===== src/rtl/seg7_scan_driver_pkg.sv =====
// Shared constants, display-word layout and anode helper for the 4-digit 7-segment scan driver.
package seg7_scan_driver_pkg;

  localparam int unsigned DIGITS = 4;
  localparam int unsigned NIB_W  = 4;
  localparam int unsigned SEG_W  = 7;
  localparam int unsigned WORD_W = DIGITS * NIB_W;
  localparam int unsigned DIG_W  = 2;
  localparam int unsigned CNT_W  = 16;

  localparam logic [SEG_W-1:0]  SEG_OFF = 7'h7F;
  localparam logic [DIGITS-1:0] AN_OFF  = 4'hF;

  // Active-low segment codes {g,f,e,d,c,b,a}
  localparam logic [SEG_W-1:0] HEX_0 = 7'h40;
  localparam logic [SEG_W-1:0] HEX_1 = 7'h79;
  localparam logic [SEG_W-1:0] HEX_2 = 7'h24;
  localparam logic [SEG_W-1:0] HEX_3 = 7'h30;
  localparam logic [SEG_W-1:0] HEX_4 = 7'h19;
  localparam logic [SEG_W-1:0] HEX_5 = 7'h12;
  localparam logic [SEG_W-1:0] HEX_6 = 7'h02;
  localparam logic [SEG_W-1:0] HEX_7 = 7'h78;
  localparam logic [SEG_W-1:0] HEX_8 = 7'h00;
  localparam logic [SEG_W-1:0] HEX_9 = 7'h10;
  localparam logic [SEG_W-1:0] HEX_A = 7'h08;
  localparam logic [SEG_W-1:0] HEX_B = 7'h03;
  localparam logic [SEG_W-1:0] HEX_C = 7'h46;
  localparam logic [SEG_W-1:0] HEX_D = 7'h21;
  localparam logic [SEG_W-1:0] HEX_E = 7'h06;
  localparam logic [SEG_W-1:0] HEX_F = 7'h0E;

  typedef struct packed {
    logic [NIB_W-1:0] d3;
    logic [NIB_W-1:0] d2;
    logic [NIB_W-1:0] d1;
    logic [NIB_W-1:0] d0;
  } disp_word_t;

  function automatic logic [DIGITS-1:0] an_onehot_low(input logic [DIG_W-1:0] d);
    return ~(DIGITS'(1) << d);
  endfunction

endpackage


===== src/rtl/seg7_scan_driver_if.sv =====
// Decoder-side and pin-side signals of the 7-segment scan driver.
interface seg7_scan_driver_if;
  import seg7_scan_driver_pkg::*;

  logic [WORD_W-1:0] data_in;
  logic              load;
  logic              blank;
  logic [DIGITS-1:0] dp_mask;
  logic [DIGITS-1:0] an;
  logic [SEG_W-1:0]  seg;
  logic              dp;
  logic              pending;
  logic              frame_tick;

  modport master (
    output data_in, load, blank, dp_mask,
    input  an, seg, dp, pending, frame_tick
  );

  modport slave (
    input  data_in, load, blank, dp_mask,
    output an, seg, dp, pending, frame_tick
  );
endinterface


===== src/rtl/seg7_hex_encode.sv =====
// Combinational nibble to active-low 7-segment code.
module seg7_hex_encode
  import seg7_scan_driver_pkg::*;
(
  input  logic [NIB_W-1:0] nibble,
  output logic [SEG_W-1:0] seg_c
);

  always_comb begin
    seg_c = SEG_OFF;
    case (nibble)
      4'h0: seg_c = HEX_0;
      4'h1: seg_c = HEX_1;
      4'h2: seg_c = HEX_2;
      4'h3: seg_c = HEX_3;
      4'h4: seg_c = HEX_4;
      4'h5: seg_c = HEX_5;
      4'h6: seg_c = HEX_6;
      4'h7: seg_c = HEX_7;
      4'h8: seg_c = HEX_8;
      4'h9: seg_c = HEX_9;
      4'hA: seg_c = HEX_A;
      4'hB: seg_c = HEX_B;
      4'hC: seg_c = HEX_C;
      4'hD: seg_c = HEX_D;
      4'hE: seg_c = HEX_E;
      4'hF: seg_c = HEX_F;
      default: seg_c = SEG_OFF;
    endcase
  end

endmodule


===== src/rtl/seg7_scan_driver.sv =====
// 4-digit multiplexed common-anode 7-segment driver with frame-aligned word update.
// Build option SEG7_LEADING_ZERO_BLANK_EN suppresses leading zero digits.
module seg7_scan_driver
  import seg7_scan_driver_pkg::*;
#(
  parameter int unsigned REFRESH_DIV = 50000,
  parameter int unsigned GUARD       = 2
) (
  input  logic               clk,
  input  logic               rst_n,
  seg7_scan_driver_if.slave  bus
);

  localparam logic [CNT_W-1:0] DIV_LAST  = CNT_W'(REFRESH_DIV - 1);
  localparam logic [CNT_W-1:0] GUARD_CNT = CNT_W'(GUARD);

  logic [CNT_W-1:0]  div_cnt;
  logic [DIG_W-1:0]  digit;
  disp_word_t        disp_reg;
  disp_word_t        pend_reg;
  logic              pend_valid;

  logic              slot_wrap_c;
  logic              frame_wrap_c;
  logic [NIB_W-1:0]  nibble_c;
  logic [SEG_W-1:0]  hex_c;
  logic              suppress_c;
  logic [DIGITS-1:0] an_nxt_c;
  logic [SEG_W-1:0]  seg_nxt_c;
  logic              dp_nxt_c;

  assign slot_wrap_c  = (div_cnt == DIV_LAST);
  assign frame_wrap_c = slot_wrap_c && (digit == DIG_W'(DIGITS - 1));

  // Slot divider and digit scan position
  always_ff @(posedge clk or negedge rst_n) begin
    if (!rst_n) begin
      div_cnt <= '0;
      digit   <= '0;
    end else if (slot_wrap_c) begin
      div_cnt <= '0;
      digit   <= digit + DIG_W'(1);
    end else begin
      div_cnt <= div_cnt + CNT_W'(1);
    end
  end

  // Word capture; the shown word only changes on the frame wrap so a scan is never mixed
  always_ff @(posedge clk or negedge rst_n) begin
    if (!rst_n) begin
      disp_reg   <= '0;
      pend_reg   <= '0;
      pend_valid <= 1'b0;
    end else if (bus.load && frame_wrap_c) begin
      disp_reg   <= disp_word_t'(bus.data_in);
      pend_valid <= 1'b0;
    end else if (bus.load) begin
      pend_reg   <= disp_word_t'(bus.data_in);
      pend_valid <= 1'b1;
    end else if (frame_wrap_c && pend_valid) begin
      disp_reg   <= pend_reg;
      pend_valid <= 1'b0;
    end
  end

  always_comb begin
    nibble_c = disp_reg.d0;
    case (digit)
      2'd0: nibble_c = disp_reg.d0;
      2'd1: nibble_c = disp_reg.d1;
      2'd2: nibble_c = disp_reg.d2;
      2'd3: nibble_c = disp_reg.d3;
      default: nibble_c = disp_reg.d0;
    endcase
  end

`ifdef SEG7_LEADING_ZERO_BLANK_EN
  // A digit is a leading zero when it and every digit to its left are zero
  always_comb begin
    suppress_c = 1'b0;
    case (digit)
      2'd3: suppress_c = (disp_reg.d3 == '0);
      2'd2: suppress_c = ({disp_reg.d3, disp_reg.d2} == '0);
      2'd1: suppress_c = ({disp_reg.d3, disp_reg.d2, disp_reg.d1} == '0);
      default: suppress_c = 1'b0;
    endcase
  end
`else
  assign suppress_c = 1'b0;
`endif

  seg7_hex_encode u_hex (
    .nibble (nibble_c),
    .seg_c  (hex_c)
  );

  // Suppressed digits keep their anode on only to show a requested decimal point
  always_comb begin
    an_nxt_c  = AN_OFF;
    seg_nxt_c = SEG_OFF;
    dp_nxt_c  = 1'b1;
    if (!bus.blank && (div_cnt >= GUARD_CNT)) begin
      if (!suppress_c) begin
        an_nxt_c  = an_onehot_low(digit);
        seg_nxt_c = hex_c;
        dp_nxt_c  = ~bus.dp_mask[digit];
      end else if (bus.dp_mask[digit]) begin
        an_nxt_c  = an_onehot_low(digit);
        dp_nxt_c  = 1'b0;
      end
    end
  end

  always_ff @(posedge clk or negedge rst_n) begin
    if (!rst_n) begin
      bus.an         <= AN_OFF;
      bus.seg        <= SEG_OFF;
      bus.dp         <= 1'b1;
      bus.frame_tick <= 1'b0;
    end else begin
      bus.an         <= an_nxt_c;
      bus.seg        <= seg_nxt_c;
      bus.dp         <= dp_nxt_c;
      bus.frame_tick <= frame_wrap_c;
    end
  end

  assign bus.pending = pend_valid;

endmodule


===== src/flat_wrapper.sv =====
// flat-port wrapper written by rule: the top's interface ports become plain ports
module seg7_scan_driver_flat import seg7_scan_driver_pkg::*;
#(
  parameter int unsigned REFRESH_DIV = 50000,
  parameter int unsigned GUARD       = 2
)
  (clk, rst_n, bus_data_in, bus_load, bus_blank, bus_dp_mask, bus_an, bus_seg, bus_dp, bus_pending, bus_frame_tick);
  seg7_scan_driver_if bus_i ();
  input  logic clk;
  input  logic rst_n;
  input wire logic [$bits(bus_i.data_in)-1:0] bus_data_in;
  input wire logic [$bits(bus_i.load)-1:0] bus_load;
  input wire logic [$bits(bus_i.blank)-1:0] bus_blank;
  input wire logic [$bits(bus_i.dp_mask)-1:0] bus_dp_mask;
  output wire logic [$bits(bus_i.an)-1:0] bus_an;
  output wire logic [$bits(bus_i.seg)-1:0] bus_seg;
  output wire logic [$bits(bus_i.dp)-1:0] bus_dp;
  output wire logic [$bits(bus_i.pending)-1:0] bus_pending;
  output wire logic [$bits(bus_i.frame_tick)-1:0] bus_frame_tick;
  assign bus_i.data_in = bus_data_in;
  assign bus_i.load = bus_load;
  assign bus_i.blank = bus_blank;
  assign bus_i.dp_mask = bus_dp_mask;
  assign bus_an = bus_i.an;
  assign bus_seg = bus_i.seg;
  assign bus_dp = bus_i.dp;
  assign bus_pending = bus_i.pending;
  assign bus_frame_tick = bus_i.frame_tick;
  seg7_scan_driver #(.REFRESH_DIV(REFRESH_DIV), .GUARD(GUARD)) u_core (.clk(clk), .rst_n(rst_n), .bus(bus_i));
endmodule

===== config.mk =====
export PLATFORM = sky130hd
export DESIGN_NAME = seg7_scan_driver_flat
export DESIGN_NICKNAME = d
export VERILOG_FILES = /design/src/rtl/seg7_scan_driver_pkg.sv /design/src/rtl/seg7_scan_driver_if.sv /design/src/rtl/seg7_hex_encode.sv /design/src/rtl/seg7_scan_driver.sv /design/src/flat_wrapper.sv
export SDC_FILE = /design/constraint.sdc
export NUM_CORES = 1
export LEC_CHECK = 0
export CORE_AREA = 3 3 80 82
export CTS_BUF_LIST = sky130_fd_sc_hd__clkbuf_4 sky130_fd_sc_hd__clkbuf_8 sky130_fd_sc_hd__clkbuf_16
export DETAILED_ROUTE_END_ITERATION = 8
export DIE_AREA = 0 0 83 85
export PLACE_DENSITY = 0.76
export REMOVE_ABC_BUFFERS = 1
export SYNTH_ARGS = -nofsm -noshare
export SYNTH_HDL_FRONTEND = slang
export SYNTH_HIERARCHICAL = 1
export SYNTH_SLANG_ARGS = --single-unit

===== constraint.sdc =====
create_clock -name clk -period 3 [get_ports clk]
set_clock_uncertainty 0.15 [all_clocks]
set_input_delay 0.3 -clock clk [delete_from_list [all_inputs] [get_ports clk]]
set_output_delay 0.3 -clock clk [all_outputs]
set_load 0.01 [all_outputs]

==> flow_metrics.tcl, run 1 <==
set metrics [dict create \
    path_class "reg2reg" \
    final_max_slew_viol_count 0 \
    clock_latency_ns 0.33 \
    required_ns 3.07 \
    rsz0062_at_grt "false" \
    post-cts-setup-buffer-count 0 \
    fp.dieW_um 83 \
    worstPathArrival_ns 2.77 \
    clock_sinks 64 \
    antenna_cells 0 \
    place_inst 379 \
    drive_above_1_share_pct 18.50 \
    drc 0 \
    outcome "finished, final reports clean" \
    vias 2175 \
    hold-worst-slack_ns 0.2891 \
    timing.final.ws_setup_ns 0.2990 \
    hold_viol 0 \
    design_power_total_mw 1.749 \
    grt_pass1_vias 2208 \
    fill_cells 465 \
    drv_cap 0 \
    leakage_nw 1.695 \
    final.setup.tns_ns 0 \
    multi_input_area_sq_mm 0.001398 \
    grt_overflow 0 \
    netlist_area_sq_mm 0.003164 \
    wl_per_cell_um 14.92 \
    synth_ff_type "dfrtp_1" \
    synthCells 274 \
    min_period_ns 2.701 \
    grt_max_degree 32 \
    max_freq_mhz 370.2 \
    stdcell_count 394 \
    worst_slew_pin_slew_ns 1.070 \
    via_per_inst 5.520 \
    gr-usage-all-layers_pct 18.00 \
    drt-initial-drc-count 106 \
    grt_first_pass_wirelength_mm 10.18 \
    worst_path_largest_cell_delay_ns 0.46 \
    relSlewSlack_pct 27.73 \
    rr_worst_depth 9 \
    seqCellArea_sq_mm 0.001617 \
    cts-root-buf "clkbuf_8" \
    slowest_stage "mux4_1" \
    antenna_found_initial 0 \
    cts.reportedPaths.clkPinSlew_ns 0.06 \
    critPathLaunchType "flip-flop" \
    cts_tree "done" \
    cts_buffer_depth 2 \
    ant_nets 0 \
    min_period_over_period_pct 90.03 \
    start_util_pct 54.41 \
    ys.warnings.count 6 \
    synth-edff-count 0 \
    fp-row-count 28 \
    cp_max_fo 6 \
    cp_common_cell "inv_1" \
    port_buffers 37 \
    final-setup-viol-count 0 \
    fin_nets 354 \
    gp_congestion 0.8818 \
    synthDistinctLibCells 42 \
    pin_count 38 \
    mostFrequentLayoutCells "dfrtp_1, clkdlybuf4s50_1, inv_1" \
    pre_cts_ws_ns 0.1413 \
    area_growth_pct 19.10 \
    ys_ff_latch 64 \
    die_h_um 85 \
    avgSynthCellArea_sq_um 11.55 \
    drtPass1Iterations 4 \
    powerDensity_mw_per_mm2 464.2 \
    crit_chain "inv_1 -> ha_1 -> a222oi_1 -> mux2i_2 -> inv_1 -> ha_1 -> inv_1 -> mux4_1 -> nand2b_1" \
    crit_path_end_kind "flip-flop" \
    design.core.area_sq_mm 0.005816 \
    yosysSeqAreaShare_pct 51.09 \
    final_common_cell "dfrtp_1" \
    ir_drop_mv 0.2624 \
    dieArea_sq_mm 0.007055 \
    cts_made_buffers 9 \
    wl_mm 5.878 \
    async_flop_share_pct 100.0 \
    h-tree-depth 3 \
    hold_class "in2async" \
    dp_hpwl_mm 4.157 \
]
area by class of cell:
| cell class | count | share of cell area [%] |
|---|---|---|
| clock buffers | 13 | 4.250 |
| clock inverters | 1 | 0.1328 |
| inverters | 22 | 2.191 |
| multi-input cells | 176 | 37.09 |
| flip-flops and latches | 64 | 42.90 |
| well taps | 75 | 2.490 |
| repair buffers | 43 | 10.96 |
through the flow:
step                      instance area (sq um)  util [%]
after floorplan                            3089         -
after global placement                     3586     61.66
after detailed placement                   3586     61.66
after CTS                                  3761     64.67
after global routing                       3769     64.80
final                                      3769     64.80
where the power goes:
part           leakage [nW]  internal, mW  switching (mW)
Combinational         0.845         0.102          0.0846
Clock                0.0896         0.340           0.291
Sequential            0.760         0.912          0.0192
Total                  1.69          1.35           0.395
logic make-up (layout without fill, tap and decap cells):
logic type | Yosys count | in the layout | synth area share, %
AOI/OAI and AO/OA | 49 | 49 | 11.31
buffers and inverters | 34 | 79 | 4.982
and+or+nand+nor | 72 | 72 | 13.05
xor gates and xnor gates | 13 | 13 | 3.598
adders and majority gates | 14 | 14 | 5.536
DFF | 64 | 64 | 51.09
muxes | 28 | 28 | 10.44
final timing paths:
| kind | startpoint | to | slack, ns |
|---|---|---|---|
| max | u_core/digit[0] | u_core/bus.seg[3] | 0.30 |
| min in group clk | u_core/div_cnt[0] | u_core/div_cnt[0] | 0.35 |
| min | rst_n | u_core/pend_reg[3] | 0.29 |
| max reg2reg | u_core/digit[0] | u_core/bus.seg[3] | 0.30 |
| max in group asynchronous | rst_n | u_core/div_cnt[9] | 1.67 |
| min reg2reg | u_core/div_cnt[0] | u_core/div_cnt[0] | 0.35 |
worst max-delay path, delay by kind of cell (launching register included):
kind	cells	cell delay [ns]
AO/OA/AOI/OAI	1	0.14
adder cells (fa/ha/maj)	2	0.59
buffers and inverters	3	0.38
flip-flops	1	0.42
multiplexers	2	0.77
AND/OR/NAND/NOR	1	0.15
synthesized netlist by cell type (2+ instances only):
cell | n | area [sq um]
o22ai_1 | 6 | 37.54
nand3_1 | 15 | 75.07
a222oi_1 | 4 | 40.04
a2bb2oi_1 | 16 | 140.1
o21ai_0 | 16 | 80.08
nand2_1 | 12 | 45.04
nor3_1 | 4 | 20.02
nand4_1 | 4 | 25.02
xnor2_1 | 5 | 43.79
nand2b_1 | 8 | 50.05
nor2_1 | 13 | 48.80
mux2_2 | 17 | 191.4
dfstp_2 | 12 | 315.3
inv_1 | 20 | 75.07
a21oi_1 | 2 | 10.01
mux2i_1 | 9 | 90.09
buf_6 | 3 | 33.78
xor2_1 | 8 | 70.07
buf_2 | 3 | 15.01
clkbuf_1 | 4 | 15.01
ha_1 | 14 | 175.2
dfrtp_1 | 52 | 1301
or3_1 | 4 | 25.02
and3_1 | 4 | 25.02
or4_1 | 2 | 15.01
per-layer routing:
metal	routed length [um]	global-route usage [%]
met1	2730	22.99
met2	2850	29.37
met3	242	3.981
met4	55	8.470
met5	0	0
timing repair:
item / in CTS / in global routing
setup endpoints to repair: 0 / 1
hold buffers: 1 / 0
endpoints found under the hold margin: 7 / 0
gates resized for setup: 0 / 2
Note: power is estimated with default switching activity, not from simulation.
==> inputs of run 2 (changes only) <==
--- a/config.mk
+++ b/config.mk
@@ -11,6 +11,7 @@
 export DIE_AREA = 0 0 83 85
 export PLACE_DENSITY = 0.76
 export REMOVE_ABC_BUFFERS = 1
+export SLEW_MARGIN = 20
 export SYNTH_ARGS = -nofsm -noshare
 export SYNTH_HDL_FRONTEND = slang
 export SYNTH_HIERARCHICAL = 1
==> results of run 2 <==
Final layout, timing and power as in run 1 (identical DEF).
==> inputs of run 3 (changes only) <==
--- a/config.mk
+++ b/config.mk
@@ -5,11 +5,13 @@
 export SDC_FILE = /design/constraint.sdc
 export NUM_CORES = 1
 export LEC_CHECK = 0
-export CORE_AREA = 3 3 80 82
+export CORE_AREA = 3 3 77 79
 export CTS_BUF_LIST = sky130_fd_sc_hd__clkbuf_4 sky130_fd_sc_hd__clkbuf_8 sky130_fd_sc_hd__clkbuf_16
 export DETAILED_ROUTE_END_ITERATION = 8
-export DIE_AREA = 0 0 83 85
-export PLACE_DENSITY = 0.76
+export DIE_AREA = 0 0 80 82
+export GPL_ROUTABILITY_DRIVEN = 0
+export MAX_ROUTING_LAYER = met4
+export PLACE_DENSITY = 0.81
 export REMOVE_ABC_BUFFERS = 1
 export SLEW_MARGIN = 20
 export SYNTH_ARGS = -nofsm -noshare
==> constraint.sdc (replaced) <==
create_clock -name clk -period 3.2 [get_ports clk]
set_clock_uncertainty 0.15 [all_clocks]
set_input_delay 0.32 -clock clk [delete_from_list [all_inputs] [get_ports clk]]
set_output_delay 0.32 -clock clk [all_outputs]
set_load 0.01 [all_outputs]
==> flow_metrics.tcl, run 3 (synthesis results as in run 1) <==
set metrics [dict create \
    outcome "finished, final reports clean" \
    switching_share_pct 24.23 \
    fp-row-count 27 \
    min_period_ns 2.945 \
    vias 2201 \
    antenna_cells 0 \
    ctsHoldBuffers 1 \
    cts_made_buffers 9 \
    design_power_total_mw 1.755 \
    grt_max_degree 35 \
    relSlewSlack_pct 49.58 \
    drive_above_1_share_pct 18.50 \
    final-setup-viol-count 0 \
    design.core.area_sq_mm 0.005405 \
    fill_cells 411 \
    p_seq_share_pct 49.7 \
    cts.repair.resized 0 \
    rsz0062_at_grt "false" \
    leakage_nw 1.692 \
    wl_per_cell_um 15.45 \
    fp.dieW_um 80 \
    hold_viol 0 \
    area_growth_pct 19.93 \
    drtPass1Iterations 4 \
    pre_cts_ws_ns 0.3142 \
    critPathLaunchType "flip-flop" \
    powerDensity_mw_per_mm2 462.3 \
    grt_first_pass_wirelength_mm 10.58 \
    p_sw_uw 425.1 \
    worst_path_largest_cell_delay_ns 0.59 \
    place_inst 374 \
    slowest_stage "mux2i_1" \
    h-tree-depth 3 \
    ant_nets 0 \
    final_common_cell "dfrtp_1" \
    max_freq_mhz 339.5 \
    cts_buffer_depth 2 \
    cts-root-buf "clkbuf_8" \
    die_h_um 82 \
    start_util_pct 58.54 \
    drv_cap 0 \
    drc 0 \
    ir_drop_mv 0.3522 \
    antenna_found_initial 0 \
    final.setup.tns_ns 0 \
    crit_path_end_kind "flip-flop" \
    hold_class "reg2reg" \
    crit_chain "inv_1 -> ha_1 -> mux2i_1 -> inv_1 -> ha_1 -> inv_1 -> mux4_1 -> nand2b_1" \
    min_period_over_period_pct 92.04 \
    pin_count 38 \
    drt-initial-drc-count 139 \
    cp_common_cell "inv_1" \
    worst_slew_pin_slew_ns 0.7417 \
    wl_mm 6.041 \
    grt_pass1_vias 2216 \
    cts.reportedPaths.clkPinSlew_ns 0.07 \
    via_per_inst 5.629 \
    timing.final.ws_setup_ns 0.2548 \
    mostFrequentLayoutCells "dfrtp_1, clkdlybuf4s50_1, inv_1" \
    place_area_sq_mm 0.003567 \
    final_max_slew_viol_count 0 \
    path_class "reg2reg" \
    stdcell_area_sq_mm 0.003795 \
    clock_latency_ns 0.35 \
    cts_tree "done" \
    cp_max_fo 7 \
    clock_sinks 64 \
    power.internal_mw 1.329 \
    combPwrFrac_pct 10.0 \
    dp_hpwl_mm 4.185 \
    post-cts-setup-buffer-count 0 \
    port_buffers 37 \
    grt_overflow 0 \
    gr-usage-all-layers_pct 21.92 \
    dieArea_sq_mm 0.006560 \
    stdcell_count 391 \
    worstPathArrival_ns 3.05 \
    required_ns 3.30 \
    fin_nets 352 \
    power_frac_clock_pct 40.3 \
]
==> run 3: cell types whose count changed in the layout (fill, tap and decap cells not counted), sizes merged <==
cell      before  now
buf            6    4
bufinv         0    1
clkinvlp       0    4
clkbuf        13   10
==> run 3: worst max-delay path: cells and delay by family (launching register included) <==
family | cells | cell delay [ns]
muxes | 2 | 1.05
and+or+nand+nor | 1 | 0.15
adders and majority gates | 2 | 0.66
DFF | 1 | 0.43
buffers and inverters | 3 | 0.43
==> run 3: power groups by stage <==
stage,Clock (mW),Combinational (mW),Sequential (mW)
after detailed placement,0,0.174,0.887
after global routing,0.761,0.196,0.876
after floorplan,0,0.0867,0.887
after global placement,0,0.171,0.886
after CTS,0.721,0.177,0.873
final,0.707,0.175,0.873
==> run 3: per-layer routing <==
layer	part of all wire, %	global-route usage [%]	routed length (um)
met5	0	-	0
met4	2.1	9.797	127
met3	4.4	5.373	267
met2	51	34.77	3057
met1	43	26.78	2589
==> run 3: cell type report <==
class / instances / area [sq um] / area share (%)
Sequential cell: 64 / 1617 / 42.60
Multi-Input combinational cell: 176 / 1401 / 36.93
Timing Repair Buffer: 41 / 397.9 / 10.48
Clock buffer: 10 / 137.6 / 3.627
Tap cell: 72 / 90.09 / 2.374
Inverter: 22 / 82.58 / 2.176
Clock inverter: 6 / 68.82 / 1.813
==> run 3: worst paths after layout <==
check | end | startpoint | cells past startpoint | slack, ns
min in group asynchronous | u_core/pend_reg[9] | rst_n | 2 | 0.38
min | u_core/div_cnt[0] | u_core/div_cnt[0] | 1 | 0.35
max in group asynchronous | u_core/bus.seg[1] | rst_n | 3 | 1.59
min reg2reg | u_core/div_cnt[0] | u_core/div_cnt[0] | 1 | 0.35
max reg2reg | u_core/bus.seg[3] | u_core/digit[0] | 8 | 0.25
max | u_core/bus.seg[3] | u_core/digit[0] | 8 | 0.25
==> run 3: metrics by stage <==
step,utilization (%),hold slack [ns]
after floorplan,-,-0.1256
after global placement,66.00,0.2342
after detailed placement,66.00,0.2475
after CTS,70.00,0.3557
after global routing,70.21,0.3749
final,70.21,0.3539
